`src/rtl/i2s_sync_pkg.sv`:
```
// Shared types and widths for the I2S sync-source selector.
package i2s_sync_pkg;
  localparam int POSN_W = 6;
  localparam int QUAL_W = 3;

  typedef enum logic [1:0] {
    ST_INT    = 2'd0,
    ST_TO_EXT = 2'd1,
    ST_EXT    = 2'd2,
    ST_TO_INT = 2'd3
  } sync_state_t;
endpackage

```
`src/rtl/i2s_sync_select_presence.sv`:
```
// External-presence watchdog and frame-start qualifier for the sync selector.
// Module name i2s_presence; present drops after 2^WIDTH-1 gen_en pulses without ext_en.
module i2s_presence
  import i2s_sync_pkg::*;
#(
  parameter int WIDTH       = 5,
  parameter int QUAL_FRAMES = 2
) (
  input  logic ck,
  input  logic rst_n,
  input  logic gen_en,
  input  logic ext_en,
  input  logic ext_fs,
  input  logic clr,
  output logic present,
  output logic qualified
);
  localparam logic [WIDTH-1:0] S_MAX = '1;

  // Down-counter of gen strobes left before the primary is considered gone;
  // zero (terminal count) means absent, which is also the reset condition.
  logic [WIDTH-1:0]  remain;
  logic [QUAL_W-1:0] qual;

  always_ff @(posedge ck or negedge rst_n) begin
    if (!rst_n) begin
      remain <= '0;
    end else if (ext_en) begin
      remain <= S_MAX;
    end else if (gen_en && (remain != '0)) begin
      remain <= remain - WIDTH'(1);
    end
  end

  assign present = (remain != '0);

  always_ff @(posedge ck or negedge rst_n) begin
    if (!rst_n) begin
      qual <= '0;
    end else if (clr || !present) begin
      qual <= '0;
    end else if (ext_fs && (qual != '1)) begin
      qual <= qual + QUAL_W'(1);
    end
  end

  assign qualified = (qual >= QUAL_W'(QUAL_FRAMES));
endmodule

```
`src/rtl/i2s_sync_select.sv`:
```
// Frame-aligned selection between internal and recovered external I2S bit timing.
// Optional I2S_SYNC_SELECT_FORCE_EN adds force_int to pin the selection to internal.
//
// state     | meaning
// ST_INT    | output follows gen, waiting for a qualified external primary
// ST_TO_EXT | output follows gen, switching at the next ext frame start
// ST_EXT    | output follows ext
// ST_TO_INT | output muted, switching back at the next gen frame start
module i2s_sync_select
  import i2s_sync_pkg::*;
#(
  parameter int WIDTH       = 5,
  parameter int QUAL_FRAMES = 2
) (
  input  logic              ck,
  input  logic              rst_n,
`ifdef I2S_SYNC_SELECT_FORCE_EN
  input  logic              force_int,
`endif
  input  logic              gen_en,
  input  logic [POSN_W-1:0] gen_posn,
  input  logic              ext_en,
  input  logic [POSN_W-1:0] ext_posn,
  output logic              en,
  output logic [POSN_W-1:0] frame_posn,
  output logic              external,
  output logic              switched
);
  sync_state_t       state_q, state_d;
  logic              force_sel;
  logic              gen_fs, ext_fs;
  logic              present, qualified, clr_qual;
  logic              en_d, switched_d;
  logic [POSN_W-1:0] posn_d;

`ifdef I2S_SYNC_SELECT_FORCE_EN
  assign force_sel = force_int;
`else
  assign force_sel = 1'b0;
`endif

  assign gen_fs = gen_en && (gen_posn == '0);
  assign ext_fs = ext_en && (ext_posn == '0);

  // Qualification restarts on every fallback and whenever internal is forced.
  assign clr_qual = force_sel || ((state_d == ST_TO_INT) && (state_q != ST_TO_INT));

  i2s_presence #(
    .WIDTH      (WIDTH),
    .QUAL_FRAMES(QUAL_FRAMES)
  ) u_presence (
    .ck       (ck),
    .rst_n    (rst_n),
    .gen_en   (gen_en),
    .ext_en   (ext_en),
    .ext_fs   (ext_fs),
    .clr      (clr_qual),
    .present  (present),
    .qualified(qualified)
  );

  always_ff @(posedge ck or negedge rst_n) begin
    if (!rst_n) state_q <= ST_INT;
    else        state_q <= state_d;
  end

  always_comb begin
    state_d    = state_q;
    en_d       = 1'b0;
    posn_d     = frame_posn;
    switched_d = 1'b0;
    case (state_q)
      ST_INT: begin
        en_d = gen_en;
        if (gen_en) posn_d = gen_posn;
        if (!force_sel && present && qualified) state_d = ST_TO_EXT;
      end
      ST_TO_EXT: begin
        en_d = gen_en;
        if (gen_en) posn_d = gen_posn;
        if (force_sel || !present) begin
          state_d = ST_INT;
        end else if (ext_fs) begin
          en_d       = 1'b1;
          posn_d     = '0;
          state_d    = ST_EXT;
          switched_d = 1'b1;
        end
      end
      ST_EXT: begin
        en_d = ext_en;
        if (ext_en) posn_d = ext_posn;
        if (force_sel || !present) state_d = ST_TO_INT;
      end
      ST_TO_INT: begin
        // Gen wins a tie so a simultaneous pair of frame starts lands in INT.
        if (gen_fs) begin
          en_d       = 1'b1;
          posn_d     = gen_posn;
          state_d    = ST_INT;
          switched_d = 1'b1;
        end else if (ext_fs && !force_sel) begin
          en_d    = 1'b1;
          posn_d  = ext_posn;
          state_d = ST_EXT;
        end
      end
      default: state_d = ST_INT;
    endcase
  end

  always_ff @(posedge ck or negedge rst_n) begin
    if (!rst_n) begin
      en         <= 1'b0;
      frame_posn <= '0;
      external   <= 1'b0;
      switched   <= 1'b0;
    end else begin
      en         <= en_d;
      frame_posn <= posn_d;
      external   <= (state_d == ST_EXT) || (state_d == ST_TO_INT);
      switched   <= switched_d;
    end
  end
endmodule

```
`config.mk`:
```
export PLATFORM = sky130hd
export DESIGN_NAME = i2s_sync_select
export DESIGN_NICKNAME = d
export VERILOG_FILES = /design/src/rtl/i2s_sync_pkg.sv /design/src/rtl/i2s_sync_select_presence.sv /design/src/rtl/i2s_sync_select.sv
export SDC_FILE = /design/constraint.sdc
export NUM_CORES = 1
export LEC_CHECK = 0
export ABC_CLOCK_PERIOD_IN_PS = 2320
export BUFFER_PORTS_ARGS = -buffer_cell sky130_fd_sc_hd__buf_2
export CORE_UTILIZATION = 55
export CTS_BUF_LIST = sky130_fd_sc_hd__clkbuf_4 sky130_fd_sc_hd__clkbuf_8
export CTS_CLUSTER_SIZE = 40
export DETAILED_ROUTE_END_ITERATION = 8
export PLACE_DENSITY = 0.81
export SYNTH_ARGS = -nofsm -noshare
export SYNTH_HDL_FRONTEND = slang
export SYNTH_SLANG_ARGS = --single-unit
export TNS_END_PERCENT = 30
```
`constraint.sdc`:
```
create_clock -name ck -period 2.32 [get_ports ck]
set_input_delay 0.58 -clock ck [delete_from_list [all_inputs] [get_ports ck]]
set_output_delay 0.58 -clock ck [all_outputs]
set_load 0.03 [all_outputs]
```
==> flow_summary.toml <==
[run_status]
outcome = "complete, no violations"

[floorplanning]
rows = 16
start_util = 0.583
die_w_um = 47.6
die_h_um = 47.6
pin_count = 25
die_area_um2 = 2270
core-area_um2 = 1960

[power_and_ir_drop]
p_sw_frac = 0.394
power.density_nw_per_um2 = 747
clkPwrFrac = 0.178
p_seq_frac = 0.461
p_sw_uw = 388
intPower_uw = 599
combPwrFrac = 0.361
power.total_uw = 987
irDropWorstVdd_v = 0.000522
p_leak_nw = 0.614

[worst_setup_path]
cp-end-kind = "register"
cp_common_cell = "nand2_1"
r2r.worst_path.cells = 6
arrival_ns = 1.92
regToRegStartpoint = "u_presence.remain[0]"
crit_fanout = 6
crit_chain = "inv_1, ha_1, or4b_1, nand2_1, xnor2_1, nand2_1"
crit_slowest_cell = "or4b_1"
startpoint_type = "register"
worstSetupPathType = "register to register"
max_stage_delay_ns = 0.56
r2r-end = "u_presence.remain[0]"
worstPathRequired_ns = 2.51
regToRegSetupSlack_ns = 0.58

[cts]
cts_buffers = 3
insertion_delay_ns = 0.31
clkTransAtPathRegs_ns = 0.12
cts_tree = "built"
ctsHoldBuffers = 0
numClockSinks = 19
cts_setup_buffers = 0
cts_resized = 0
clockRootBuffer = "clkbuf_4"
htreeDepth = 1
cts_max_path_buffers = 2

[cells_and_area]
drive_above_1_share = 0.277
fin_nets = 159
syn2layout_area_growth_pct = 15.5
seq_area_um2 = 475
stdcell_count = 164
num_antenna_cells = 0
fillers = 173
multi_input_area_um2 = 638
design_area_um2 = 1320

[routing]
drt_iter0_markers = 26
num_vias = 996
ant_nets = 0
remaining_drc_errors = 0
wl_per_cell_um = 15.2
dr.pass1.iters = 4
wirelength_um = 2490
routed_via_density = 6.07

[grt]
grt_pass1_vias = 911
grtUsageMet1 = 0.352
met3_usage = 0.0264
grt_max_degree = 20
grt_pass1_wl_um = 3980
grt-busiest-layer = "met2"
grt.met2_usage = 0.405
antenna_found_initial = 0
grt.overflow.total = 0
grt_util_all_layers = 0.253

[timing]
max_freq_ghz = 0.576
tightest_slew_ns = 0.593
report.final.setup_viol = 0
fin_crit_sh = 0.748
grt_setup_unrepaired = "no"
clock_skew_ns = 0.0139
period_minus_slack_ns = 1.74
hold_violations = 0
fin_tns_setup_ns = 0
slew_headroom = 0.599
maxSlewViolCount = 0

[synthesis]
synth_edf_count = 0
yosysMostFrequentCell = "dfrtp_1"
synth_seq_cells = 19
synthCells = 111
synth_top_area_frac = 0.416
ys_types = 31
synth_area_per_cell_um2 = 10.3
ys_warn_count = 0
async_flop_share = 1.00
synthFlopType = "dfrtp_1"
syn_area_um2 = 1140
ys_seq_area_frac = 0.416
synth_area_leaders = "dfrtp_1, o211ai_1, mux2i_1, ha_1, o21ai_0"
yosys-top-cells-count = "dfrtp_1, o211ai_1, o21ai_0, nand2_1"
synth_top_area_cell = "dfrtp_1"
synth_fp_nets = 132

[placement]
placed_cells = 160
placed_area_um2 = 1290
routabilityCongestion = 0.869
dpl.hpwl_um = 1830
port-buffer-count = 24

[job]
drv_cap = 0

[min_path]
hold_path_class = "input pin to async pin"
## logic make-up (layout without fill, tap and decap cells)
logic type | Yosys count | count (layout) | share of synthesized area
AO/OA/AOI/OAI | 28 | 28 | 0.178
XOR/XNOR | 5 | 5 | 0.0383
adder cells (fa/ha/maj) | 5 | 5 | 0.0547
buffers and inverters | 8 | 34 | 0.0263
flip-flops | 19 | 19 | 0.416
multiplexers | 7 | 7 | 0.0613
AND/OR/NAND/NOR | 39 | 39 | 0.225
## registers in the layout (all words and copies together) (netlist names)
signal / cells
u_presence.qual: 3
state_q: 2
u_presence.remain: 5
frame_posn: 6
en: 1
external: 1
switched: 1
## power groups by stage
stage | registers (mW) | logic (mW) | clock network, mW
after floorplan | 0.516 | 0.190 | 0
after global placement | 0.457 | 0.342 | 0
after detailed placement | 0.462 | 0.355 | 0
after CTS | 0.455 | 0.356 | 0.182
after global routing | 0.467 | 0.390 | 0.188
final | 0.455 | 0.356 | 0.176
## per-layer routing
layer	up-vias	wire (um)	share of wire
met5	-	0	0
met4	0	24	0.0096
met3	4	94	0.038
met2	30	1140	0.46
met1	493	1230	0.49
li1	469	-	-
## layout by cell type, fill, tap and decap left out, types with 2 or more instances in the layout
cell type,n
buf_2,24
dfrtp_1,19
o211ai_1,11
o21ai_0,9
nand2_1,8
nor2_1,7
mux2i_1,7
inv_1,5
or3_1,5
ha_1,5
nor3_1,3
nand3_1,3
xor2_1,3
clkbuf_4,3
or4b_4,2
nor4_1,2
nor4b_1,2
a21oi_1,2
xnor2_1,2
## final cells by class
type	instances	share of cell area
clock buffers	3	0.0170
clock inverters	1	0.00379
inverters	5	0.0142
multi-input cells	84	0.483
flip-flops and latches	19	0.360
well taps	27	0.0256
repair buffers	25	0.0966
## critical path, delay by kind of cell, from the launching register on
family | cells | cell delay [ns]
simple gates | 3 | 0.81
buf+inv | 1 | 0.11
fa+ha+maj | 1 | 0.19
xor+xnor | 1 | 0.13
flops | 1 | 0.39
## stage by stage
stage / setup slack, ns / utilization / hold WS (ns)
floorplan: 0.494 / - / 0.284
global placement: 0.326 / 0.659 / 0.524
detailed placement: 0.290 / 0.659 / 0.543
CTS: 0.587 / 0.673 / 0.195
global route: 0.450 / 0.673 / 0.221
finish: 0.584 / 0.673 / 0.184
## worst max path at each step
| stage | endpoint | cells past startpoint | slack, ns | start |
|---|---|---|---|---|
| 2_1_floorplan | frame_posn[2] | 4 | 0.49 | ext_posn[2] |
| 3_3_place_gp | frame_posn[2] | 5 | 0.33 | ext_posn[2] |
| 3_5_place_dp | frame_posn[2] | 5 | 0.29 | ext_posn[2] |
| 4_1_cts | u_presence.remain[0] | 6 | 0.59 | u_presence.remain[0] |
| 5_1_grt | u_presence.remain[0] | 6 | 0.45 | u_presence.remain[0] |
| 6_report | u_presence.remain[0] | 6 | 0.58 | u_presence.remain[0] |
(Power assumes the default switching activity.)
